--- src/rtl/axi4_lite_pkg.sv ---
// Shared AXI4-Lite definitions used by the master and the matching slave.
package axi4_lite_pkg;

  localparam int DEFAULT_ADDR_WIDTH = 32;
  localparam int DEFAULT_DATA_WIDTH = 32;

  localparam logic [1:0] RESP_OKAY   = 2'b00;
  localparam logic [1:0] RESP_EXOKAY = 2'b01;
  localparam logic [1:0] RESP_SLVERR = 2'b10;
  localparam logic [1:0] RESP_DECERR = 2'b11;

  typedef enum logic [2:0] {
    IDLE    = 3'd0,
    WR_AW_W = 3'd1,
    WR_B    = 3'd2,
    RD_AR   = 3'd3,
    RD_R    = 3'd4
  } state_t;

  // Any response other than OKAY is reported to the requester as an error.
  function automatic logic resp_is_err(input logic [1:0] resp);
    return resp != RESP_OKAY;
  endfunction

endpackage

--- src/rtl/axi4_lite_master.sv ---
// Single-outstanding AXI4-Lite master: turns a local request into AW/W/B or
// AR/R handshakes and reports completion with a one-cycle done pulse.
module axi4_lite_master
  import axi4_lite_pkg::*;
#(
  parameter int ADDR_WIDTH = DEFAULT_ADDR_WIDTH,
  parameter int DATA_WIDTH = DEFAULT_DATA_WIDTH
) (
  input  logic                    iCLK,
  input  logic                    iRST,
  input  logic                    iWR_REQ,
  input  logic                    iRD_REQ,
  input  logic [ADDR_WIDTH-1:0]   iADDR,
  input  logic [DATA_WIDTH-1:0]   iWDATA,
  input  logic [DATA_WIDTH/8-1:0] iWSTRB,
  output logic                    oBUSY,
  output logic                    oDONE,
  output logic [DATA_WIDTH-1:0]   oRDATA,
  output logic [1:0]              oRESP,
  output logic                    oERR,
  output logic                    m_AWVALID,
  input  logic                    m_AWREADY,
  output logic [ADDR_WIDTH-1:0]   m_AWADDR,
  output logic                    m_WVALID,
  input  logic                    m_WREADY,
  output logic [DATA_WIDTH-1:0]   m_WDATA,
  output logic [DATA_WIDTH/8-1:0] m_WSTRB,
  input  logic                    m_BVALID,
  output logic                    m_BREADY,
  input  logic [1:0]              m_BRESP,
  output logic                    m_ARVALID,
  input  logic                    m_ARREADY,
  output logic [ADDR_WIDTH-1:0]   m_ARADDR,
  input  logic                    m_RVALID,
  output logic                    m_RREADY,
  input  logic [DATA_WIDTH-1:0]   m_RDATA,
  input  logic [1:0]              m_RRESP
);

  state_t state;
  state_t state_next;

  // AW and W may finish on different edges; these remember which already did.
  logic aw_done;
  logic w_done;

  logic aw_hs;
  logic w_hs;
  logic b_hs;
  logic ar_hs;
  logic r_hs;
  logic aw_complete;
  logic w_complete;

  assign aw_hs = m_AWVALID & m_AWREADY;
  assign w_hs  = m_WVALID  & m_WREADY;
  assign b_hs  = m_BVALID  & m_BREADY;
  assign ar_hs = m_ARVALID & m_ARREADY;
  assign r_hs  = m_RVALID  & m_RREADY;

  assign aw_complete = aw_done | aw_hs;
  assign w_complete  = w_done  | w_hs;

  // Busy drops in the same cycle the done pulse is high, since both follow the return to IDLE.
  assign oBUSY = (state != IDLE);

  // State register.
  always_ff @(posedge iCLK or posedge iRST) begin
    if (iRST) begin
      state <= IDLE;
    end else begin
      state <= state_next;
    end
  end

  // Next-state decode; a write wins over a simultaneous read request.
  always_comb begin
    state_next = state;
    case (state)
      IDLE: begin
        if (iWR_REQ) begin
          state_next = WR_AW_W;
        end else if (iRD_REQ) begin
          state_next = RD_AR;
        end
      end
      WR_AW_W: begin
        if (aw_complete && w_complete) begin
          state_next = WR_B;
        end
      end
      WR_B: begin
        if (b_hs) begin
          state_next = IDLE;
        end
      end
      RD_AR: begin
        if (ar_hs) begin
          state_next = RD_R;
        end
      end
      RD_R: begin
        if (r_hs) begin
          state_next = IDLE;
        end
      end
      default: state_next = IDLE;
    endcase
  end

  // Registered channel outputs and the result returned to the requester.
  always_ff @(posedge iCLK or posedge iRST) begin
    if (iRST) begin
      m_AWVALID <= 1'b0;
      m_AWADDR  <= '0;
      m_WVALID  <= 1'b0;
      m_WDATA   <= '0;
      m_WSTRB   <= '0;
      m_BREADY  <= 1'b0;
      m_ARVALID <= 1'b0;
      m_ARADDR  <= '0;
      m_RREADY  <= 1'b0;
      aw_done   <= 1'b0;
      w_done    <= 1'b0;
      oDONE     <= 1'b0;
      oERR      <= 1'b0;
      oRDATA    <= '0;
      oRESP     <= '0;
    end else begin
      oDONE <= 1'b0;
      oERR  <= 1'b0;
      case (state)
        IDLE: begin
          if (iWR_REQ) begin
            m_AWADDR  <= iADDR;
            m_WDATA   <= iWDATA;
            m_WSTRB   <= iWSTRB;
            m_AWVALID <= 1'b1;
            m_WVALID  <= 1'b1;
            aw_done   <= 1'b0;
            w_done    <= 1'b0;
          end else if (iRD_REQ) begin
            m_ARADDR  <= iADDR;
            m_ARVALID <= 1'b1;
          end
        end
        WR_AW_W: begin
          if (aw_hs) begin
            m_AWVALID <= 1'b0;
            aw_done   <= 1'b1;
          end
          if (w_hs) begin
            m_WVALID <= 1'b0;
            w_done   <= 1'b1;
          end
          if (aw_complete && w_complete) begin
            m_BREADY <= 1'b1;
          end
        end
        WR_B: begin
          if (b_hs) begin
            m_BREADY <= 1'b0;
            oRESP    <= m_BRESP;
            oDONE    <= 1'b1;
            oERR     <= resp_is_err(m_BRESP);
          end
        end
        RD_AR: begin
          if (ar_hs) begin
            m_ARVALID <= 1'b0;
            m_RREADY  <= 1'b1;
          end
        end
        RD_R: begin
          if (r_hs) begin
            m_RREADY <= 1'b0;
            oRDATA   <= m_RDATA;
            oRESP    <= m_RRESP;
            oDONE    <= 1'b1;
            oERR     <= resp_is_err(m_RRESP);
          end
        end
        default: begin
          m_AWVALID <= 1'b0;
          m_WVALID  <= 1'b0;
          m_BREADY  <= 1'b0;
          m_ARVALID <= 1'b0;
          m_RREADY  <= 1'b0;
        end
      endcase
    end
  end

endmodule

--- config.mk ---
export PLATFORM = sky130hd
export DESIGN_NAME = axi4_lite_master
export DESIGN_NICKNAME = d
export VERILOG_FILES = /design/src/rtl/axi4_lite_pkg.sv /design/src/rtl/axi4_lite_master.sv
export SDC_FILE = /design/constraint.sdc
export NUM_CORES = 1
export LEC_CHECK = 0
export CAP_MARGIN = 20
export CORE_MARGIN = 4
export CORE_UTILIZATION = 45
export CTS_CLUSTER_SIZE = 12
export DETAILED_ROUTE_END_ITERATION = 8
export PLACE_DENSITY = 0.86
export SLEW_MARGIN = 5
export SYNTH_ARGS = -nofsm -noshare
export SYNTH_HDL_FRONTEND = slang
export SYNTH_SLANG_ARGS = --single-unit
export TNS_END_PERCENT = 10
--- constraint.sdc ---
create_clock -name iCLK -period 10.93 [get_ports iCLK]
set_input_delay 2.186 -clock iCLK [delete_from_list [all_inputs] [get_ports iCLK]]
set_output_delay 2.186 -clock iCLK [all_outputs]
set_load 0.02 [all_outputs]
==> results of run 1 <==
-- metal layers --
metal / up-vias / track usage, % / wire length (µm)
li1: 1793 / - / -
met1: 1963 / 22.7 / 5370
met2: 180 / 35.9 / 7470
met3: 30 / 8.29 / 1240
met4: 0 / 8.30 / 361
met5: - / 0 / 0
-- power by group through the flow --
stage | Combinational [mW] | Clock, mW | Sequential, mW
after CTS | 0.0749 | 0.611 | 0.548
after floorplan | 0.0122 | 0 | 0.563
final | 0.0736 | 0.600 | 0.548
after global routing | 0.0788 | 0.641 | 0.548
after global placement | 0.0726 | 0 | 0.557
after detailed placement | 0.0743 | 0 | 0.557
-- worst min path at each step --
stage,from,to,cells past startpoint
floorplan,aw_done$_DFFE_PP0P_,aw_done$_DFFE_PP0P_,2
global placement,m_ARADDR[18]$_DFFE_PP0P_,m_ARADDR[18]$_DFFE_PP0P_,1
detailed placement,m_ARADDR[18]$_DFFE_PP0P_,m_ARADDR[18]$_DFFE_PP0P_,1
CTS,m_ARADDR[18]$_DFFE_PP0P_,m_ARADDR[18]$_DFFE_PP0P_,1
global route,m_ARADDR[23]$_DFFE_PP0P_,m_ARADDR[23]$_DFFE_PP0P_,1
finish,m_ARADDR[18]$_DFFE_PP0P_,m_ARADDR[18]$_DFFE_PP0P_,1
-- sequential cells by signal, indices dropped and copies added (netlist names), 2 cells and up --
| register | count |
|---|---|
| m_WSTRB | 4 |
| m_AWADDR | 32 |
| oRESP | 2 |
| state | 3 |
| m_WDATA | 32 |
| m_ARADDR | 32 |
| oRDATA | 32 |
-- kinds of logic after synthesis --
group	Yosys count	synth area share, %
flops	146	64.9
mux	136	27.2
simple gates	35	3.83
buf+inv	19	1.82
compound gates	20	2.18
-- worst register-to-register path, cell delays in order, from the launching register on --
cell	delay (ps)
sky130_fd_sc_hd__dfrtp_1	500
sky130_fd_sc_hd__nor2_1	410
sky130_fd_sc_hd__and2_2	800
sky130_fd_sc_hd__buf_4	540
sky130_fd_sc_hd__mux2_2	410
-- placed cells by master (no fill, tap or decap), types with 2 or more instances in the layout --
| cell type | netlist | final |
|---|---|---|
| sky130_fd_sc_hd__bufinv_16 | 0 | 4 |
| sky130_fd_sc_hd__a21oi_1 | 5 | 5 |
| sky130_fd_sc_hd__nor2b_1 | 2 | 2 |
| sky130_fd_sc_hd__clkinv_2 | 0 | 5 |
| sky130_fd_sc_hd__nand3b_1 | 4 | 4 |
| sky130_fd_sc_hd__nor2_1 | 6 | 6 |
| sky130_fd_sc_hd__or3b_2 | 2 | 2 |
| sky130_fd_sc_hd__nand2b_1 | 4 | 4 |
| sky130_fd_sc_hd__mux2_2 | 108 | 108 |
| sky130_fd_sc_hd__clkdlybuf4s50_1 | 0 | 254 |
| sky130_fd_sc_hd__a211o_1 | 2 | 2 |
| sky130_fd_sc_hd__o21ai_0 | 6 | 6 |
| sky130_fd_sc_hd__dfrtp_1 | 146 | 146 |
| sky130_fd_sc_hd__a31oi_1 | 3 | 3 |
| sky130_fd_sc_hd__clkbuf_16 | 0 | 17 |
| sky130_fd_sc_hd__nand3_1 | 3 | 3 |
| sky130_fd_sc_hd__clkbuf_8 | 0 | 2 |
| sky130_fd_sc_hd__clkinvlp_4 | 0 | 2 |
| sky130_fd_sc_hd__buf_4 | 6 | 4 |
| sky130_fd_sc_hd__mux2_1 | 28 | 28 |
| sky130_fd_sc_hd__nand2_1 | 5 | 5 |
-- per-stage QoR --
step | cell area, µm² | hold WS, ps | setup slack (ps) | util (%) | std cells
floorplan | 5630 | 500 | 4820 | - | 356
global placement | 8320 | 466 | 6170 | 68.7 | 764
detailed placement | 8320 | 475 | 6140 | 68.7 | 764
CTS | 8930 | 488 | 6570 | 73.8 | 795
global route | 8930 | 502 | 6450 | 73.8 | 795
finish | 8930 | 481 | 6570 | 73.8 | 795
-- area by class of cell --
class | count | area (µm²) | share of cell area (%)
Sequential cell | 146 | 3650 | 40.9
Tap cell | 168 | 210 | 2.35
Inverter | 1 | 8.76 | 0.0981
Clock buffer | 20 | 457 | 5.11
Multi-Input combinational cell | 191 | 1870 | 20.9
Timing Repair Buffer | 258 | 2570 | 28.8
Clock inverter | 11 | 160 | 1.79
==> results.txt, run 1 <==
The maximum number of buffers from clock root to sink was 2; the register-to-register path setup slack was 8150 ps. Synthesis handed over a netlist of 356 instances. Counting both buffers and inverters, the worst setup path holds a total of 2.

The number of antenna violations at the first check in global routing is 0. Among all cell types in the netlist, the one instantiated most often is sky130_fd_sc_hd__dfrtp_1. Subtracting the final worst setup slack from the clock period gives 4360 ps.

The logs give 4.14 nW for the static leakage power and 469 for the total nets after synthesis. In this run, synthesis produced a sequential element count of 146. The share of total power dissipated in sequential elements is 44.9%.

Ranked by total cell area, the synthesized netlist is headed by sky130_fd_sc_hd__dfrtp_1 (65%), sky130_fd_sc_hd__mux2_2 (22%), sky130_fd_sc_hd__mux2_1 (5.6%). For the number of gates given a new drive strength after cts, the log shows 0. TritonCTS built the clock tree. The mean post-synth cell area was 15.8 µm². Summing the sequential cell areas from Yosys gives 64.9% of the chip area.

Slowest library cell on the worst path: sky130_fd_sc_hd__and2_2. In the global route stage, overall resource usage came out at 20.7%. The share of the synthesized area in the top cell type came out at 64.9%. Total power for the finished layout comes to 1.22 mW. Once detail routing completed, the nets flagged for antenna violations numbered 0. At the end of routability-driven placement, the weighted congestion stood at 0.795. The worst setup path is launched from an input port. The total overflow left after global routing is 0. In this run switching power makes up 19.6% of total power. For the hold buffer count at cts, the log shows 0. The worst setup path is captured at a flip-flop. The die covers 0.0144 mm². Count of endpoints failing hold in the final timing report: 0. Walking the worst path, the cells encountered are clkdlybuf4s50_1 > nor2b_1 > and2_2 > buf_4 > mux2_2. In the final timing run, aggregate negative setup slack is 0 ps. In this run the number of cells on the critical path is 5. First-pass GRT wire length: 23.4 mm. The total iterations of the first detailed-routing run is 4, and the antenna cell count is 0.

The run gives 0.0121 mm² as the placeable core region. The Yosys step of the flow raised 0 warnings. The horizontal extent of the die is 120 µm.

In the final design database the tool counted 728 nets. For the total via count in the routed design, the log shows 3,966. The largest net degree at the start of global routing came out at 76.

Among all flip-flop cells after synthesis, the most frequent one is sky130_fd_sc_hd__dfrtp_1. The peak supply drop was 0.000107 V; the top-level port count was 255. The TritonCTS sink count is 146, and the number of flops mapped to enable cells by yosys is 0.

Post-CTS timing repair inserted 0 buffers for setup. In this run the worst path has a maximum fanout of 35. TritonCTS created 17 clock buffers.

The flow ran to the end, and the final reports show no timing, DRC or antenna violations. The die outline height is 120 µm. The max-capacitance violation count was 0.

The endpoint identified for the worst register-to-register timing path is m_WDATA[2]$_DFFE_PP0P_. For the worst-skew pair, the clock arrives at the later sink with an insertion delay of 410 ps. In the finished design, the share of the clock period the worst path needs comes to 39.9%.

Number of endpoints failing setup at the final stage: 0. The critical path ends at m_WDATA[2]$_DFFE_PP0P_. The clock tree synthesis step divided the H-tree into 4 levels. Using the TritonRoute via totals, the vias-per-cell ratio works out to 4.99.

For the pin with the worst max-slew slack, the measured transition is 891 ps. Layout overhead on the synthesized area: 58.8%. The tree is rooted in a sky130_fd_sc_hd__clkbuf_16.

The cell area after technology mapping came out at 0.00563 mm². The worst setup path is of the input port to flip-flop kind. Combinational cells account for 6.0% of the total power.

Number of cells on the worst reg-to-reg path: 4. The clock network is responsible for 49.1% of the overall power. STA puts the critical path data required time at 11,210 ps. The achievable frequency came out at 229 MHz.

The start point of the critical path is iWR_REQ. The tools report the placed wire-length estimate as 10.5 mm. The detailed-route wire length per cell was 18.2 µm.

The post-route netlist has 23.9% of its cells at a drive strength greater than 1. The run gives 0 as the remaining design rule violation count. The number of placement rows was 40; the worst slew margin relative to its limit was 40.6%. The number of max-slew violations in the final report came out at 0. Via count of the first global-routing pass: 4,475.

After filler insertion, the fill cell instance count of the layout stands at 817. For the number of distinct library cells after synthesis, the log shows 31. The async set or reset register ratio after synthesis was 100%; the clock slew seen by the registers of the worst setup and hold paths was 60 ps. The number of I/O port buffers was 254; the aggregate routed wire length was 14.4 mm.

The count of routing violations after the opening detailed-route iteration came out at 199. After synthesis, the most frequently instantiated cells are sky130_fd_sc_hd__dfrtp_1 (146), sky130_fd_sc_hd__mux2_2 (108), sky130_fd_sc_hd__mux2_1 (28). The maximum cell stage delay along the critical path is 730 ps. The startpoint identified for the worst register-to-register timing path is state[1]$_DFFE_PP0P_.

Of all cell types, the one taking the most synthesized area is sky130_fd_sc_hd__dfrtp_1. The final worst clock skew is 9.49 ps. Broken down by cell family, the worst path's largest delay share belongs to buffers and inverters. The tools report the internal power consumption as 0.982 mW. Summed over all nets, the switching power comes to 0.239 mW. Class of the tightest hold or removal check: flip-flop to flip-flop.

The total power divided by cell area is 137 mW/mm². The arrival time at the worst endpoint came out at 4650 ps. The starting utilization of the core area is 46.4%. Setup repair after global routing left no endpoint under its margin.
Note: power is estimated with default switching activity, not from simulation.
==> run 2: changes to the inputs <==
--- a/config.mk
+++ b/config.mk
@@ -7,10 +7,10 @@
 export LEC_CHECK = 0
 export CAP_MARGIN = 20
 export CORE_MARGIN = 4
-export CORE_UTILIZATION = 45
+export CORE_UTILIZATION = 42
 export CTS_CLUSTER_SIZE = 12
 export DETAILED_ROUTE_END_ITERATION = 8
-export PLACE_DENSITY = 0.86
+export PLACE_DENSITY = 0.81
 export SLEW_MARGIN = 5
 export SYNTH_ARGS = -nofsm -noshare
 export SYNTH_HDL_FRONTEND = slang
==> constraint.sdc (replaced) <==
create_clock -name iCLK -period 4.5 [get_ports iCLK]
set_input_delay 0.9 -clock iCLK [delete_from_list [all_inputs] [get_ports iCLK]]
set_output_delay 0.9 -clock iCLK [all_outputs]
set_load 0.02 [all_outputs]
==> run 2 against run 1 <==
Effect of this change:
- worst hold slack improved by 2.2 ps
- sequential power increased by 140%
- total power increased by 130%
- sequential share of layout area increased by 0.092 points
- clock power increased by 120%
- cell count increased by 1.1%
- cell area decreased by 0.22%
- die area increased by 6.7%
- setup slack got worse by 4900 ps
- count of clock-buffer cells in the layout increased by 5
- combinational power increased by 150%
- largest cell class unchanged
==> results.txt, run 2 (synthesis gave the netlist of run 1 again) <==
The run finished with clean final reports. In this run the worst path has a maximum fanout of 12. The peak supply drop came out at 0.000193 V. After layout, the minimum clock period comes to 2830 ps. The slew at the pin closest to its max-slew limit was 907 ps. After routing, the total negative slack on setup checks comes to 0 ps.

The tools report the hold path endpoint as m_ARADDR[11]$_DFFE_PP0P_. CTS saw 146 sinks. The tools report the register-to-register path setup slack as 2120 ps. Ratio of cells with drive above 1 in the final layout: 23.2%. Number of endpoints failing setup at the final stage: 0. The first global-routing pass estimated 22.4 mm of wire. For this run, the detailed router's first-pass iteration total came to 4. STA classifies the critical path endpoint as a primary output. The count of buffers added on input and output ports is 254.

Detail-routed via count per cell: 4.87. The number of gates given a new drive strength after cts is 0. The slowest library cell on the worst path was sky130_fd_sc_hd__clkdlybuf4s50_1. The final worst clock skew was 4.78 ps; the hold buffer count at cts was 0. Maximum number of buffers from clock root to sink: 2.

The antenna cell count is 0, and the number of placement rows is 42. Routability-driven placement finished with a final weighted congestion of 0.809. Derived from the worst setup path, the maximum achievable clock frequency is 353 MHz. Leaving out fill and tap cells, the most frequent cell in the layout is sky130_fd_sc_hd__clkdlybuf4s50_1.

Data on the critical path is required at its endpoint by 3600 ps. In this run the vertical extent of the chip is 124 µm. The worst slew margin relative to its limit is 39.5%.

TritonCTS built the clock tree. The startpoint identified for the worst register-to-register timing path is state[0]$_DFFE_PP0P_. The clock slew seen by the registers of the worst setup and hold paths is 60 ps. The H-tree was split into 4 levels. Summed over all cells, the static leakage comes to 4.13 nW. The total die area came out at 0.0153 mm². Setup repair after global routing left no endpoint under its margin. After clock tree synthesis, the setup repair step added 0 buffers. The min-delay analysis places its worst path in the category flip-flop to flip-flop. The total clock buffers created by CTS was 17. The placed wire-length estimate came out at 10.7 mm. The worst hold path begins at m_ARADDR[11]$_DFFE_PP0P_.

The period utilization was 62.9%; the horizontal extent of the die was 124 µm. For the worst flop-to-flop path, the logic depth is 4. The type of the worst setup path is flip-flop to primary output.

At the worst endpoint, the arrival time is 1930 ps. The critical path startpoint category is a flip-flop. Setup slack on the critical path of the routed design comes to 1670 ps. Grouping stages by cell kind, the critical path spends the most delay in buffers and inverters. The total buffers and inverters traversed by the critical path came out at 1. The multi-input combinational cells in the finished layout cover a total of 0.00187 mm². After detailed routing, the total wire length is 14.3 mm.

The clock reaches the later pin of the worst-skew pair after 410 ps. The tools report the reg-to-reg critical path endpoint as m_WDATA[23]$_DFFE_PP0P_. For the placeable core region, the log shows 0.0132 mm². For this run, the slowest stage of the critical path takes 560 ps.

The number of max-slew violations in the final report was 0. The layout overhead on the synthesized area was 58.4%. In the layout the commonest cells are sky130_fd_sc_hd__clkdlybuf4s50_1 (254), sky130_fd_sc_hd__dfrtp_1 (146), sky130_fd_sc_hd__mux2_2 (108). The run gives 255 as the top-level port count.

For this configuration, the core starts out at a cell density of 42.6%. The number of antenna violations at the first check in global routing was 0; the area occupied by registers was 0.00365 mm². Traced cell by cell, the critical path runs through or3_4 > clkdlybuf4s50_1. The total via count in the routed design came out at 3,912. Clock tree synthesis selected as its root buffer the cell sky130_fd_sc_hd__clkbuf_16. The largest net degree at the start of global routing is 69, and the total power divided by cell area is 319 mW/mm².

The antenna violation net count after detailed routing was 0; the count of filler cells inserted in the layout was 932. For this block, the initial DRC count from the detailed router was 134. Global routing consumed, over all layers together, 19.2% of the routing resources. The run gives 0 as the count of endpoints failing hold in the final timing report. OpenSTA, run right after detailed placement, puts the worst setup slack at 1360 ps. For this run, design rule violations remaining after detail routing come to 0.

The count of cells along the worst hold path was 1; the worst hold slack across all endpoints was 483 ps. Via count of the first global-routing pass: 4,239. The number of nets at the end of the flow is 729, and the detailed-route wire length per cell is 17.8 µm. The tool flagged a number of max-cap violations equal to 0. For this run the aggregate overflow at the end of global routing stands at 0.
## run 2: changes by cell type in the layout (fill, tap and decap cells not counted)
cell	previous run	this run
sky130_fd_sc_hd__buf_12	0	2
sky130_fd_sc_hd__buf_4	4	3
sky130_fd_sc_hd__bufinv_16	4	2
sky130_fd_sc_hd__clkbuf_1	1	6
sky130_fd_sc_hd__clkinv_2	5	4
sky130_fd_sc_hd__clkinvlp_4	2	1
sky130_fd_sc_hd__inv_6	1	0
## run 2: cell type report
cell class	count	area share [%]
inverters	1	0.0842
well taps	176	2.47
clock inverters	6	0.898
flip-flops and latches	146	41.0
clock buffers	25	5.33
multi-input cells	191	21.0
repair buffers	259	29.2
## run 2: worst max-delay path by stage
stage                              start                      end  slack, ps  cells after the start
global route        state[0]$_DFFE_PP0P_                    oBUSY       1580                      2
detailed placement               iWR_REQ  m_WDATA[23]$_DFFE_PP0P_       1360                      5
finish              state[0]$_DFFE_PP0P_                    oBUSY       1670                      2
floorplan                           iRST      aw_done$_DFFE_PP0P_       1770                      1
global placement                 iWR_REQ  m_WDATA[22]$_DFFE_PP0P_       1430                      5
CTS                 state[0]$_DFFE_PP0P_                    oBUSY       1650                      2
## run 2: metal layers
| metal | global-route usage (%) | wire length [µm] | share of wire [%] |
|---|---|---|---|
| met2 | 33.5 | 7580 | 53 |
| met3 | 7.40 | 1250 | 8.7 |
| met1 | 21.4 | 5300 | 37 |
| met5 | 0 | 0 | 0 |
| met4 | 6.57 | 199 | 1.4 |
## run 2: through the flow
step	utilization [%]	std cells	area, µm²	power, mW
final	67.6	804	8910	2.84
after global routing	67.6	804	8910	2.96
after CTS	67.6	804	8910	2.88
after detailed placement	63.4	773	8360	1.54
after global placement	63.4	773	8360	1.53
after floorplan	-	356	5630	1.40
## run 2: report_power, final
group	switching (mW)	internal [mW]	total, mW
registers	0.00558	1.32	1.33
clock network	0.490	0.838	1.33
logic	0.0675	0.115	0.182
## run 2: worst register-to-register path: stages (launching register included)
cell                      delay (ps)
sky130_fd_sc_hd__dfrtp_1         510
sky130_fd_sc_hd__nor2_1          370
sky130_fd_sc_hd__and2_2          210
sky130_fd_sc_hd__buf_4           660
sky130_fd_sc_hd__mux2_2          510
==> RTL edit 1, RTL diff (config.mk and constraints of run 1) <==
Change the package constant `DEFAULT_DATA_WIDTH` from 32 to 48.
--- a/src/rtl/axi4_lite_pkg.sv
+++ b/src/rtl/axi4_lite_pkg.sv
@@ -2,7 +2,7 @@
 package axi4_lite_pkg;
 
   localparam int DEFAULT_ADDR_WIDTH = 32;
-  localparam int DEFAULT_DATA_WIDTH = 32;
+  localparam int DEFAULT_DATA_WIDTH = 48;
 
   localparam logic [1:0] RESP_OKAY   = 2'b00;
   localparam logic [1:0] RESP_EXOKAY = 2'b01;
Interface: changed (6 resized); port bits go from 255 to 323. No check against the original RTL was run, so the function may have changed too.
==> RTL edit 1 against run 1 <==
Design area is 22% higher; non-clock buffer count is 68 higher; total power is 9.3% higher; setup slack better by 0.15 ns; routed wire length is 32% higher; sequential cell count is 34 higher; register-to-register slack better by 0.23 ns; global-route usage is 1.3 points higher; clock skew hardly changed; critical path type unchanged; synthesized cell count is 21% higher; sequential power is 23% higher; synthesized area is 23% higher.
==> RTL edit 1: results (changes against run 1) <==
run status: completed
clk root buf: clkbuf_16
# diodes: 0 (unchanged)
worst setup margin: 6.71 ns (+0.149 ns)
skew final: 0.00911 ns (-0.000383 ns)
Worst Setup SP: iWR_REQ
Final Hold Vio Count: 0 (unchanged)
DP Area: 10300 sq um (+24%)
Worst Path Max Fanout: 67 (+91%)
Post-synth top cells: dfrtp_1, mux2_2, buf_2, mux2_4, o21ai_0
H-tree levels: 4 (unchanged)
first-pass GRT wire length: 30200 microns (+29%)
pre-CTS setup slack: 6.26 ns (+0.121 ns)
Fillers: 968 (+18%)
largest net degree at the start of global routing: 104 (+37%)
Clock Path Buffers: 2 (unchanged)
synth warn: 0 (unchanged)
drt total wl: 19100 microns (+32%)
crit path DAT: 4.52 ns (-0.13 ns)
antenna violations before repair: 0 (unchanged)
Via Count: 4863 (+23%)
Worst slew margin: 36.2% (-4.4 points)
CTS Buf Count: 17 (unchanged)
Peak VDD IR: 0.0000952 V (-11%)
post-DP HPWL: 14400 microns (+37%)
placed cells: 921 (+21%)
Seq/Total Area, Yosys: 64.9% (-0.093 points)
biggest regs: m_WDATA: 48 flops, oRDATA: 48 flops
Cells after Synth: 429 (+21%)
Worst Hold Class: flop to flop
ys async rst share: 100% (unchanged)
Reg clk slew, reported paths: 0.07 ns
post-CTS resize count: 0 (unchanged)
Final #Nets: 899 (+23%)
first-pass iteration count of the detailed router: 4 (unchanged)
Post-CTS Setup Bufs: 0 (unchanged)
Syn Nets: 576 (+23%)
hold path start: m_ARADDR[15]$_DFFE_PP0P_
Buffers on Ports: 322 (+27%)
Static Leak: 5.03 nW (+21%)
iteration-0 DRC count of the detailed router: 171 (-14%)
Clock Latency Late Sink: 0.42 ns
Cell variety after synth: 33 (+6.5%)
GR Util All Layers: 22.0% (+1.3 points)
DR WL/cell: 20.1 microns (+11%)
vias in the first global route: 5548 (+24%)
layout cells sized above 1: 27.5% (+3.6 points)
origin of the critical flop-to-flop path: state[1]$_DFFE_PP0P_
Area contributors post-synth: dfrtp_1, mux2_2, mux2_4, buf_2, buf_4
routability cong.: 0.815 (+2.5%)
## RTL edit 1: cell count changes after synthesis, sizes merged
cell / run 1 / this run
buf: 13 / 20
clkbuf: 5 / 2
dfrtp: 146 / 180
mux2: 136 / 170
or3b: 2 / 3
## RTL edit 1: final cells by class
class / count / area share [%]
Sequential cell: 180 / 41.5
Timing Repair Buffer: 326 / 30.0
Multi-Input combinational cell: 226 / 21.2
Clock buffer: 23 / 4.40
Tap cell: 188 / 2.17
Clock inverter: 7 / 0.691
Inverter: 1 / 0.0807
## RTL edit 1: through the flow
step | util [%] | total power (W)
after detailed placement | 68.0 | 0.000777
after floorplan | - | 0.000707
final | 71.7 | 0.00133
after global placement | 68.0 | 0.000774
after CTS | 71.7 | 0.00135
after global routing | 71.7 | 0.00138
## RTL edit 1: worst paths after layout
kind / endpoint / slack (ns) / cells after the start
min in group asynchronous: m_WDATA[25]$_DFFE_PP0P_ / 2.32 / 2
min: m_ARADDR[15]$_DFFE_PP0P_ / 0.50 / 1
max: m_WDATA[28]$_DFFE_PP0P_ / 6.71 / 5
min reg2reg: m_ARADDR[15]$_DFFE_PP0P_ / 0.50 / 1
max in group asynchronous: m_AWADDR[7]$_DFFE_PP0P_ / 7.03 / 3
max reg2reg: m_WDATA[28]$_DFFE_PP0P_ / 8.38 / 4
## RTL edit 1: worst max-delay path: stages
cell,delay [ns]
clkdlybuf4s50_1,0.55
nor2b_1,0.22
and2_4,0.36
buf_4,0.73
mux2_2,0.42
## RTL edit 1: power breakdown
group,switching [W],internal [W]
logic,0.0000322,0.0000582
registers,0.00000257,0.000671
clock network,0.000240,0.000330
total,0.000275,0.00106
## RTL edit 1: cells by family after synthesis
| logic type | count (synthesis) | share of synthesized area (%) |
|---|---|---|
| AO/OA/AOI/OAI | 20 | 1.77 |
| AND/OR/NAND/NOR | 36 | 3.10 |
| flip-flops | 180 | 64.9 |
| multiplexers | 170 | 28.1 |
| buffers and inverters | 23 | 2.18 |
## RTL edit 1: metal layers
metal | wire, microns | GRT usage, % | up-vias
met4 | 779 | 10.5 | 0
li1 | - | - | 2166
met1 | 7090 | 24.3 | 2419
met5 | 0 | 0 | -
met2 | 9980 | 38.9 | 226
met3 | 1260 | 6.76 | 52
==> RTL edit 2, RTL diff (flow settings as in run 1) <==
Without the edit above. Register the output `oERR` once more, without a reset; this adds one clock of latency there. The other outputs are not delayed to match.
--- a/src/rtl/axi4_lite_master.sv
+++ b/src/rtl/axi4_lite_master.sv
@@ -37,6 +37,8 @@
   input  logic [1:0]              m_RRESP
 );
 
+  logic oERR_s0;
+
   state_t state;
   state_t state_next;
 
@@ -123,12 +125,12 @@
       aw_done   <= 1'b0;
       w_done    <= 1'b0;
       oDONE     <= 1'b0;
-      oERR      <= 1'b0;
+      oERR_s0   <= 1'b0;
       oRDATA    <= '0;
       oRESP     <= '0;
     end else begin
       oDONE <= 1'b0;
-      oERR  <= 1'b0;
+      oERR_s0 <= 1'b0;
       case (state)
         IDLE: begin
           if (iWR_REQ) begin
@@ -162,7 +164,7 @@
             m_BREADY <= 1'b0;
             oRESP    <= m_BRESP;
             oDONE    <= 1'b1;
-            oERR     <= resp_is_err(m_BRESP);
+            oERR_s0  <= resp_is_err(m_BRESP);
           end
         end
         RD_AR: begin
@@ -177,7 +179,7 @@
             oRDATA   <= m_RDATA;
             oRESP    <= m_RRESP;
             oDONE    <= 1'b1;
-            oERR     <= resp_is_err(m_RRESP);
+            oERR_s0  <= resp_is_err(m_RRESP);
           end
         end
         default: begin
@@ -191,5 +193,9 @@
     end
   end
 
+  always_ff @(posedge iCLK) begin
+    oERR <= oERR_s0;
+  end
+
 endmodule
 
Check against the original RTL: not equivalent (a bounded check fails within 4 cycles, from zero or initial values and one cycle with iRST high).
==> RTL edit 2 against run 1 <==
Global-route usage grew 0.14 points; maximum frequency grew 5.4%; design area grew 0.60%; synthesized area grew 2.6%; sequential cell count grew 1; highest routed layer unchanged; routed wire length grew 3.4%; setup slack gained 0.22 ns; via count is essentially flat; die area grew 2.4%.
Power is not compared: it rests on default switching activity, and its combinational part moved more than twofold at a synthesized area within 25%.
==> RTL edit 2: results (changes against run 1) <==
register area: 3670 sq um (+0.55%)
DP Area: 8410 sq um (+1.1%)
Fillers: 813 (-0.49%)
CTS sink count: 147 (+0.68%)
hold path start: oERR_s0$_DFF_PP0_
ys async rst share: 99.3% (-0.68 points)
drt total wl: 14900 microns (+3.4%)
Final #Nets: 732 (+0.55%)
vias in the first global route: 4371 (-2.3%)
critical path capture point: oBUSY
DR WL/cell: 18.6 microns (+2.4%)
Syn Nets: 471 (+0.43%)
reg2reg end: m_AWADDR[25]$_DFFE_PP0P_
Syn Area/Cell: 16.1 sq um (+2.0%)
routability cong.: 0.805 (+1.3%)
post-DP HPWL: 10900 microns (+3.6%)
skew final: 0.0102 ns (+0.000673 ns)
hold path cells: 0 (-1)
Worst Setup SP: state[2]$_DFFE_PP0P_
Post-synth top cells: dfrtp_1, mux2_2, mux2_4, nand2_1, o21ai_0
reg-to-reg setup timing slack: 8.49 ns (+0.34 ns)
f_max: 241 MHz (+5.4%)
worst hold slack: 0.341 ns (-0.139 ns)
placed cells: 771 (+0.92%)
WHS Endpoint: oERR$_DFF_P_
run status: completed
pre-CTS setup slack: 6.58 ns (+0.440 ns)
crit path DAT: 1.96 ns (-2.69 ns)
Worst Path Max Fanout: 13 (-63%)
Area contributors post-synth: dfrtp_1, mux2_2, mux2_4, buf_4, buf_12
Seq/Total Area, Yosys: 63.6% (-1.3 points)
layout cells sized above 1: 27.7% (+3.8 points)
CP peak stage delay: 0.55 ns (-0.18 ns)
pin slew with the least headroom to its limit: 1.02 ns (+0.134 ns)
## RTL edit 2: cell count changes after synthesis, sizes merged, moves of 3 or more
cell    delta
o21ai      +3
buf        +3
clkbuf     -5
nand2      +4
## RTL edit 2: cell type report
class / count / share of cell area (%)
Tap cell: 172 / 2.39
Multi-Input combinational cell: 192 / 21.5
Inverter: 3 / 0.181
Clock buffer: 25 / 5.63
Clock inverter: 6 / 0.501
Sequential cell: 147 / 40.9
Timing Repair Buffer: 258 / 28.9
## RTL edit 2: per-layer routing
| layer | track usage [%] | wire length (microns) |
|---|---|---|
| met3 | 9.56 | 1590 |
| met5 | 0 | 0 |
| met2 | 35.8 | 7640 |
| met1 | 22.7 | 5470 |
| met4 | 7.63 | 242 |
## RTL edit 2: cell families after synthesis
kind of cell | share of synthesized area, %
multiplexers | 27.8
AO/OA/AOI/OAI | 1.97
flip-flops | 63.6
buffers and inverters | 2.90
AND/OR/NAND/NOR | 3.64
